<file path="config.mk">
export PLATFORM = sky130hd
export DESIGN_NAME = mib_slave_regfile
export DESIGN_NICKNAME = d
export VERILOG_FILES = /design/src/rtl/mib_slave_regfile.sv
export SDC_FILE = /design/constraint.sdc
export NUM_CORES = 1
export LEC_CHECK = 0
export ABC_CLOCK_PERIOD_IN_PS = 54500
export BUFFER_PORTS_ARGS = -buffer_cell sky130_fd_sc_hd__buf_2
export CAP_MARGIN = 15
export CELL_PAD_IN_SITES_DETAIL_PLACEMENT = 0
export CELL_PAD_IN_SITES_GLOBAL_PLACEMENT = 1
export CORE_UTILIZATION = 48
export CTS_CLUSTER_SIZE = 24
export DETAILED_ROUTE_END_ITERATION = 8
export PLACE_DENSITY_LB_ADDON = 0.2
export SYNTH_ARGS = -nofsm -noshare
export SYNTH_HDL_FRONTEND = slang
export SYNTH_SLANG_ARGS = --single-unit
</file>
<file path="constraint.sdc">
create_clock -name i_sys_clk -period 54.5 [get_ports i_sys_clk]
set_input_delay 10.9 -clock i_sys_clk [delete_from_list [all_inputs] [get_ports i_sys_clk]]
set_output_delay 10.9 -clock i_sys_clk [all_outputs]
set_load 0.02 [all_outputs]
</file>
<file path="src/rtl/mib_slave_regfile.sv">
// MIB bus register-file slave: decodes 24-bit byte addresses and serves 32-bit
// reads/writes to NUM_REGS control registers, with write strobes to local logic.
module mib_slave_regfile #(
  parameter int          ADDR_BITS = 24,
  parameter logic [23:0] BASE_ADDR = 24'h000000,
  parameter int          NUM_REGS  = 16
) (
  input  logic                       i_sys_clk,
  input  logic                       i_sys_rst,
  input  logic                       i_mib_start,
  input  logic                       i_mib_rd_wr_n,
  input  logic [15:0]                i_mib_d,
  output logic [15:0]                o_mib_d,
  output logic                       o_mib_d_oe,
  output logic                       o_mib_slave_ack,
  output logic [NUM_REGS*32-1:0]     o_regs,
  output logic                       o_wr_stb,
  output logic [$clog2(NUM_REGS)-1:0] o_wr_idx
);

  localparam int IDXW = $clog2(NUM_REGS);

  typedef enum logic [2:0] {
    IDLE, ADDR_LO, WR_HI, WR_LO, WR_ACK, RD_TURN, RD_HI, RD_LO
  } state_t;

  state_t state, next_state;

  logic [7:0]           addr_hi;
  logic                 rd_q;
  logic                 hit_q;
  logic [IDXW-1:0]      idx_q;
  logic [15:0]          wdata_hi;
  logic [15:0]          rdata_lo;
  logic [31:0]          regs [NUM_REGS];
  logic [ADDR_BITS-1:0] addr;
  logic                 addr_hit;

  // Full address only exists during ADDR_LO, when the low half is on the bus.
  assign addr     = {addr_hi, i_mib_d};
  assign addr_hit = (addr[1:0] == 2'b00) &&
                    (addr[ADDR_BITS-1:IDXW+2] == BASE_ADDR[ADDR_BITS-1:IDXW+2]);

  always_ff @(posedge i_sys_clk or posedge i_sys_rst) begin
    if (i_sys_rst) state <= IDLE;
    else           state <= next_state;
  end

  // Misses walk the same states as hits so the slave stays aligned with the bus.
  always_comb begin
    next_state = state;
    case (state)
      IDLE:    if (i_mib_start) next_state = ADDR_LO;
      ADDR_LO: next_state = rd_q ? RD_TURN : WR_HI;
      WR_HI:   next_state = WR_LO;
      WR_LO:   next_state = WR_ACK;
      WR_ACK:  next_state = IDLE;
      RD_TURN: next_state = RD_HI;
      RD_HI:   next_state = RD_LO;
      RD_LO:   next_state = IDLE;
      default: next_state = IDLE;
    endcase
  end

  always_ff @(posedge i_sys_clk or posedge i_sys_rst) begin
    if (i_sys_rst) begin
      addr_hi  <= '0;
      rd_q     <= 1'b0;
      hit_q    <= 1'b0;
      idx_q    <= '0;
      wdata_hi <= '0;
      rdata_lo <= '0;
    end else begin
      if (state == IDLE && i_mib_start) begin
        addr_hi <= i_mib_d[7:0];
        rd_q    <= i_mib_rd_wr_n;
      end
      if (state == ADDR_LO) begin
        hit_q <= addr_hit;
        idx_q <= addr[IDXW+1:2];
      end
      if (state == WR_HI) wdata_hi <= i_mib_d;
      if (state == RD_TURN) rdata_lo <= regs[idx_q][15:0];
    end
  end

  // Outputs are registered one state ahead so they appear in the target state.
  always_ff @(posedge i_sys_clk or posedge i_sys_rst) begin
    if (i_sys_rst) begin
      o_mib_d         <= '0;
      o_mib_d_oe      <= 1'b0;
      o_mib_slave_ack <= 1'b0;
      o_wr_stb        <= 1'b0;
      o_wr_idx        <= '0;
      for (int k = 0; k < NUM_REGS; k++) regs[k] <= '0;
    end else begin
      o_mib_d         <= '0;
      o_mib_d_oe      <= 1'b0;
      o_mib_slave_ack <= 1'b0;
      o_wr_stb        <= 1'b0;
      if (hit_q) begin
        case (state)
          WR_LO: begin
            regs[idx_q]     <= {wdata_hi, i_mib_d};
            o_mib_slave_ack <= 1'b1;
            o_wr_stb        <= 1'b1;
            o_wr_idx        <= idx_q;
          end
          RD_TURN: begin
            o_mib_d         <= regs[idx_q][31:16];
            o_mib_d_oe      <= 1'b1;
            o_mib_slave_ack <= 1'b1;
          end
          RD_HI: begin
            o_mib_d    <= rdata_lo;
            o_mib_d_oe <= 1'b1;
          end
          default: ;
        endcase
      end
    end
  end

  for (genvar g = 0; g < NUM_REGS; g++) begin : g_flat
    assign o_regs[32*g +: 32] = regs[g];
  end

endmodule

</file>
# [After elaboration in Yosys (flattened, before gate mapping)]
# Cells that the tools add are included.
[word_totals] regBits=584 inputBits=20 out_inout_bits=535 elab_cells=66
[classes] order_cmp=2 n_eq_ne=8 muxes=17 n_bitwise=1 n_reduce_logical=10
[op_table] cell="bitwise mux 512 bit" n=1
[op_table] cell="binary-select mux 32 bit (select 4 bit)" n=1
[op_table] cell="demux 32 bit (select 4 bit)" n=1
[op_table] cell="2-to-1 mux 32 bit" n=3
[op_table] cell="case mux 16 bit (2 select lines)" n=1
[op_table] cell="case mux 3 bit (7 select lines)" n=1
[op_table] cell="zero test 18 bit" n=1
[op_table] cell="2-to-1 mux 16 bit" n=1
[op_table] cell="equality test 3 bit, second input constant" n=4
[op_table] cell="equality test 3 x 2 -> 1 bit, second input constant" n=2
[op_table] cell="2-to-1 mux 1 bit" n=6
[op_table] cell="2-to-1 mux 3 bit" n=2
[op_table] cell="OR reduction 2 bit" n=3
[op_table] cell="greater-or-equal comparator 5 bit, second input constant" n=1
[op_table] cell="less-than comparator 5 x 1 -> 1 bit, second input constant" n=1
[op_table] cell="inverter 4 -> 5 bit" n=1
[op_table] cell="equality test 3 x 1 -> 1 bit, second input constant" n=1
[op_table] cell="logical AND 1 bit" n=3
[op_table] cell="zero test 3 bit" n=1
[op_table] cell="zero test 2 bit" n=1
[op_table] cell="inequality test 2 bit, second input constant" n=1
[op_table] cell="AND reduction 2 bit" n=1

# [Depth between registers and ports, before layout]
[logic_depth] word_depth=6 mapped_depth=8 mapped_depth_nobuf=5

# [Worst setup path before layout]
# Ideal clock, no wire load.
[synth_path] path_type="in2reg" from="input port i_mib_start" to="register addr_hi[0]" setup_time_ps=125 arrival_ps=11901 required_ps=54375 slack_ps=42475 path_stages=2 n_path_buf=0 path_cell_list="nor4b_2 > mux2_2"
[synth_via] elab_chain_cells=1
[synth_rtl] element="from (decl)" line_no="10" rtl="input logic i_mib_start,"
[synth_rtl] element="logical AND 1 bit" line_no="74" rtl="if (state == IDLE && i_mib_start) begin"
[synth_rtl] element="to (signal assigned)" line_no="75" rtl="addr_hi <= i_mib_d[7:0];"
[synth_rtl] element="to (decl)" line_no="29" rtl="logic [7:0] addr_hi;"
# Every way passes these cells.
# A chain may end at the register's enable or synchronous reset.

==> flow_metrics.tcl <==
set metrics [dict create \
    time_the_worst_path_needs_with_i_o_delays_and_setup_ns 12.78 \
    floorplan.io_pins 555 \
    timing.fmax_ghz 0.0783 \
    leakagePower_uw 0.0164 \
    critical_path_startpoint_category "input pin" \
    area_delta_synth_final_pct 20.1 \
    ir_worst_vdd_uv 27.5 \
    clock_tree.root_cell "clkbuf_16" \
    layout_commonest_cell "dfrtp_1" \
    initial_utilization 0.490 \
    detailed_place_hpwl_um 60800 \
    nets 2245 \
    num_rows 84 \
    ctsHtreeMaxLevel 2 \
    numCtsBuffers 61 \
    final-seq-area_mm2 0.0146 \
    tightestPinTransition_ns 0.997 \
    n_antenna_cell 0 \
    ff2ff_setup_slack_ns 50.61 \
    min_period_over_period 0.234 \
    synthCells 1729 \
    dieWidth_um 235 \
    hold-worst-slack_ns 0.480 \
    average_via_count_per_standard_cell 6.02 \
    drive_above_1_share 0.580 \
    multiInputGateArea_mm2 0.0107 \
    number_of_synthesized_register_bits 584 \
    cp_max_fo 180 \
    final_hold_viol_count 0 \
    power_frac_clock 0.348 \
    initialDrtViolationCount 1047 \
    timing.hold.worst.class "reg -> reg" \
    timing.rr.end "o_regs[93]" \
    detail_route.wirelength_um 90400 \
    die_height_um 235 \
    port-buffer-count 554 \
    timing.rr.start "idx_q[0]" \
    insertion_delay_to_the_later_sink_of_the_worst_skew_pair_ns 0.64 \
    holdBufCountCts 0 \
    library_cells_used_by_synthesis 43 \
    place_congestion 0.838 \
    worst_setup_ep_type "asynchronous set/reset pin" \
    synthesis.nets 1749 \
    first_global_vias 18000 \
    fraction_of_the_yosys_area_taken_by_sequential_cells 0.563 \
    synth_area_per_cell_um2 15.0 \
    switching_part_of_the_total 0.326 \
    dp.cells 2849 \
    outcome "finished clean" \
    gr-total-overflow 0 \
    post_synth_instance_area_mm2 0.0259 \
    maxSlewViolCount 0 \
    non_filler_cell_area_final_mm2 0.0312 \
    netSwitchingPower_uw 377 \
    fin_cells 2956 \
    ys_warn_count 0 \
    post_cts_resize_count 0 \
    drt_pass1_iterations 5 \
    synth-edff-count 0 \
    drv_cap 0 \
    critical_path_arrival_ns 13.30 \
    worst-setup-path-type "in -> async" \
    cts_tree "done" \
    die-area_mm2 0.0550 \
    power.sequential.fraction 0.463 \
    rsz0062_at_grt "false" \
    layout_common_cells "580 x dfrtp_1, 554 x buf_2, 504 x mux2_2" \
    min_to "o_wr_idx[3]" \
    pwr_density_cell_mw_per_mm2 37.1 \
    nFillCells 4428 \
    synth_async_sr_flop_share 1.00 \
    postCtsSetupRepairBufs 0 \
    p_comb_frac 0.189 \
    grt_pass1_wl_um 129000 \
    detail_route.drc_violations 0 \
    grt_usage 0.329 \
    slew-limit-headroom 0.335 \
    worst_r2r_path_depth 5 \
    clock-sinks 584 \
    place_area_mm2 0.0292 \
    clk_pin_slew_worst_paths_ns 0.06 \
    crit_required_ns 55.02 \
    ys_dominant_reg_cell "dfrtp_1" \
    grt_start_max_net_pins 181 \
    antenna_found_initial 1 \
    final_util 0.588 \
    report.final.setup_viol 0 \
    routedWlPerCell_um 30.6 \
    max-clock-path-buffers 3 \
    power_report.internal_total_uw 779 \
    worst_hold_path.num_cells 2 \
    worst_setup_path_startpoint "i_sys_rst" \
    worstHoldStart "o_wr_idx[3]" \
    fin_setup_tns_ns 0 \
    skew_ns 0.0254 \
    ant_nets 0 \
    via_count 17800 \
    floorplan.core_area_mm2 0.0530 \
]
-- per-stage QoR --
step,setup WS [ns],total power (µW)
detailed placement,41.05,762
global route,41.37,1200
CTS,41.74,1160
floorplan,27.26,672
global placement,41.11,757
finish,41.72,1160
-- worst max path at each step --
| stage | to |
|---|---|
| after global placement | idx_q[3] |
| after global routing | idx_q[1] |
| after detailed placement | idx_q[3] |
| final | idx_q[1] |
| after floorplan | addr_hi[0] |
| after CTS | idx_q[1] |
-- flip-flops by register name, indices dropped and copies added (netlist names) --
name             count
idx_q                4
o_wr_stb             1
o_regs             512
rd_q                 1
hit_q                1
addr_hi              8
o_wr_idx             4
o_mib_d             16
rdata_lo            16
state                3
o_mib_slave_ack      1
wdata_hi            16
o_mib_d_oe           1
-- synth_stat cells, types with 3 or more instances --
| cell | count | area share |
|---|---|---|
| a21oi_1 | 3 | 0.00058 |
| mux2i_1 | 116 | 0.045 |
| nand2_1 | 46 | 0.0067 |
| a22oi_1 | 15 | 0.0043 |
| buf_6 | 3 | 0.0013 |
| nand3b_1 | 6 | 0.0017 |
| or3b_2 | 3 | 0.0010 |
| nor4_1 | 5 | 0.0012 |
| a2bb2oi_1 | 9 | 0.0030 |
| mux2_1 | 6 | 0.0026 |
| buf_2 | 67 | 0.013 |
| dfrtp_1 | 584 | 0.56 |
| mux2_2 | 504 | 0.22 |
| nand3_1 | 12 | 0.0023 |
| a31oi_1 | 16 | 0.0039 |
| o22ai_1 | 32 | 0.0077 |
| buf_1 | 13 | 0.0019 |
| o211ai_1 | 16 | 0.0046 |
| buf_4 | 15 | 0.0043 |
| a221oi_1 | 7 | 0.0024 |
| mux4_2 | 78 | 0.068 |
| mux2_4 | 30 | 0.017 |
| nand2b_1 | 6 | 0.0014 |
| nor2_1 | 49 | 0.0071 |
| o21ai_0 | 12 | 0.0023 |
| clkbuf_1 | 52 | 0.0075 |
| inv_1 | 4 | 0.00058 |
-- area by class of cell --
cell class,count,share of cell area
timing repair buffer,583,0.0972
tap,688,0.0276
clock inverter,11,0.00341
sequential,584,0.469
clock buffer,95,0.0579
multi-input combinational,990,0.344
inverter,5,0.000924
-- layer usage --
metal / wire length, µm / track usage / up-vias
li1: - / - / 7353
met1: 35900 / 0.431 / 9614
met2: 44200 / 0.532 / 686
met3: 7420 / 0.0872 / 127
met4: 2820 / 0.109 / 2
met5: 11 / 0 / -
-- power groups by stage --
stage          sequential [µW]  combinational [µW]  clock, µW
4_1_cts                    535                 220        409
3_3_place_gp               541                 216          0
5_1_grt                    540                 233        425
2_1_floorplan              483                 189          0
3_5_place_dp               543                 219          0
6_report                   535                 218        402
-- logic make-up after synthesis --
family / after synthesis / share of synthesized area
xor+xnor: 1 / 0.000338
simple gates: 143 / 0.0271
compound gates: 112 / 0.0295
mux: 734 / 0.351
buf+inv: 155 / 0.0288
flops: 584 / 0.563
-- critical path: stages --
cell	delay (ns)
buf_2	0.13
inv_8	0.44
buf_12	0.72
buf_12	0.80
No activity file was read; power rests on OpenSTA's default activity.
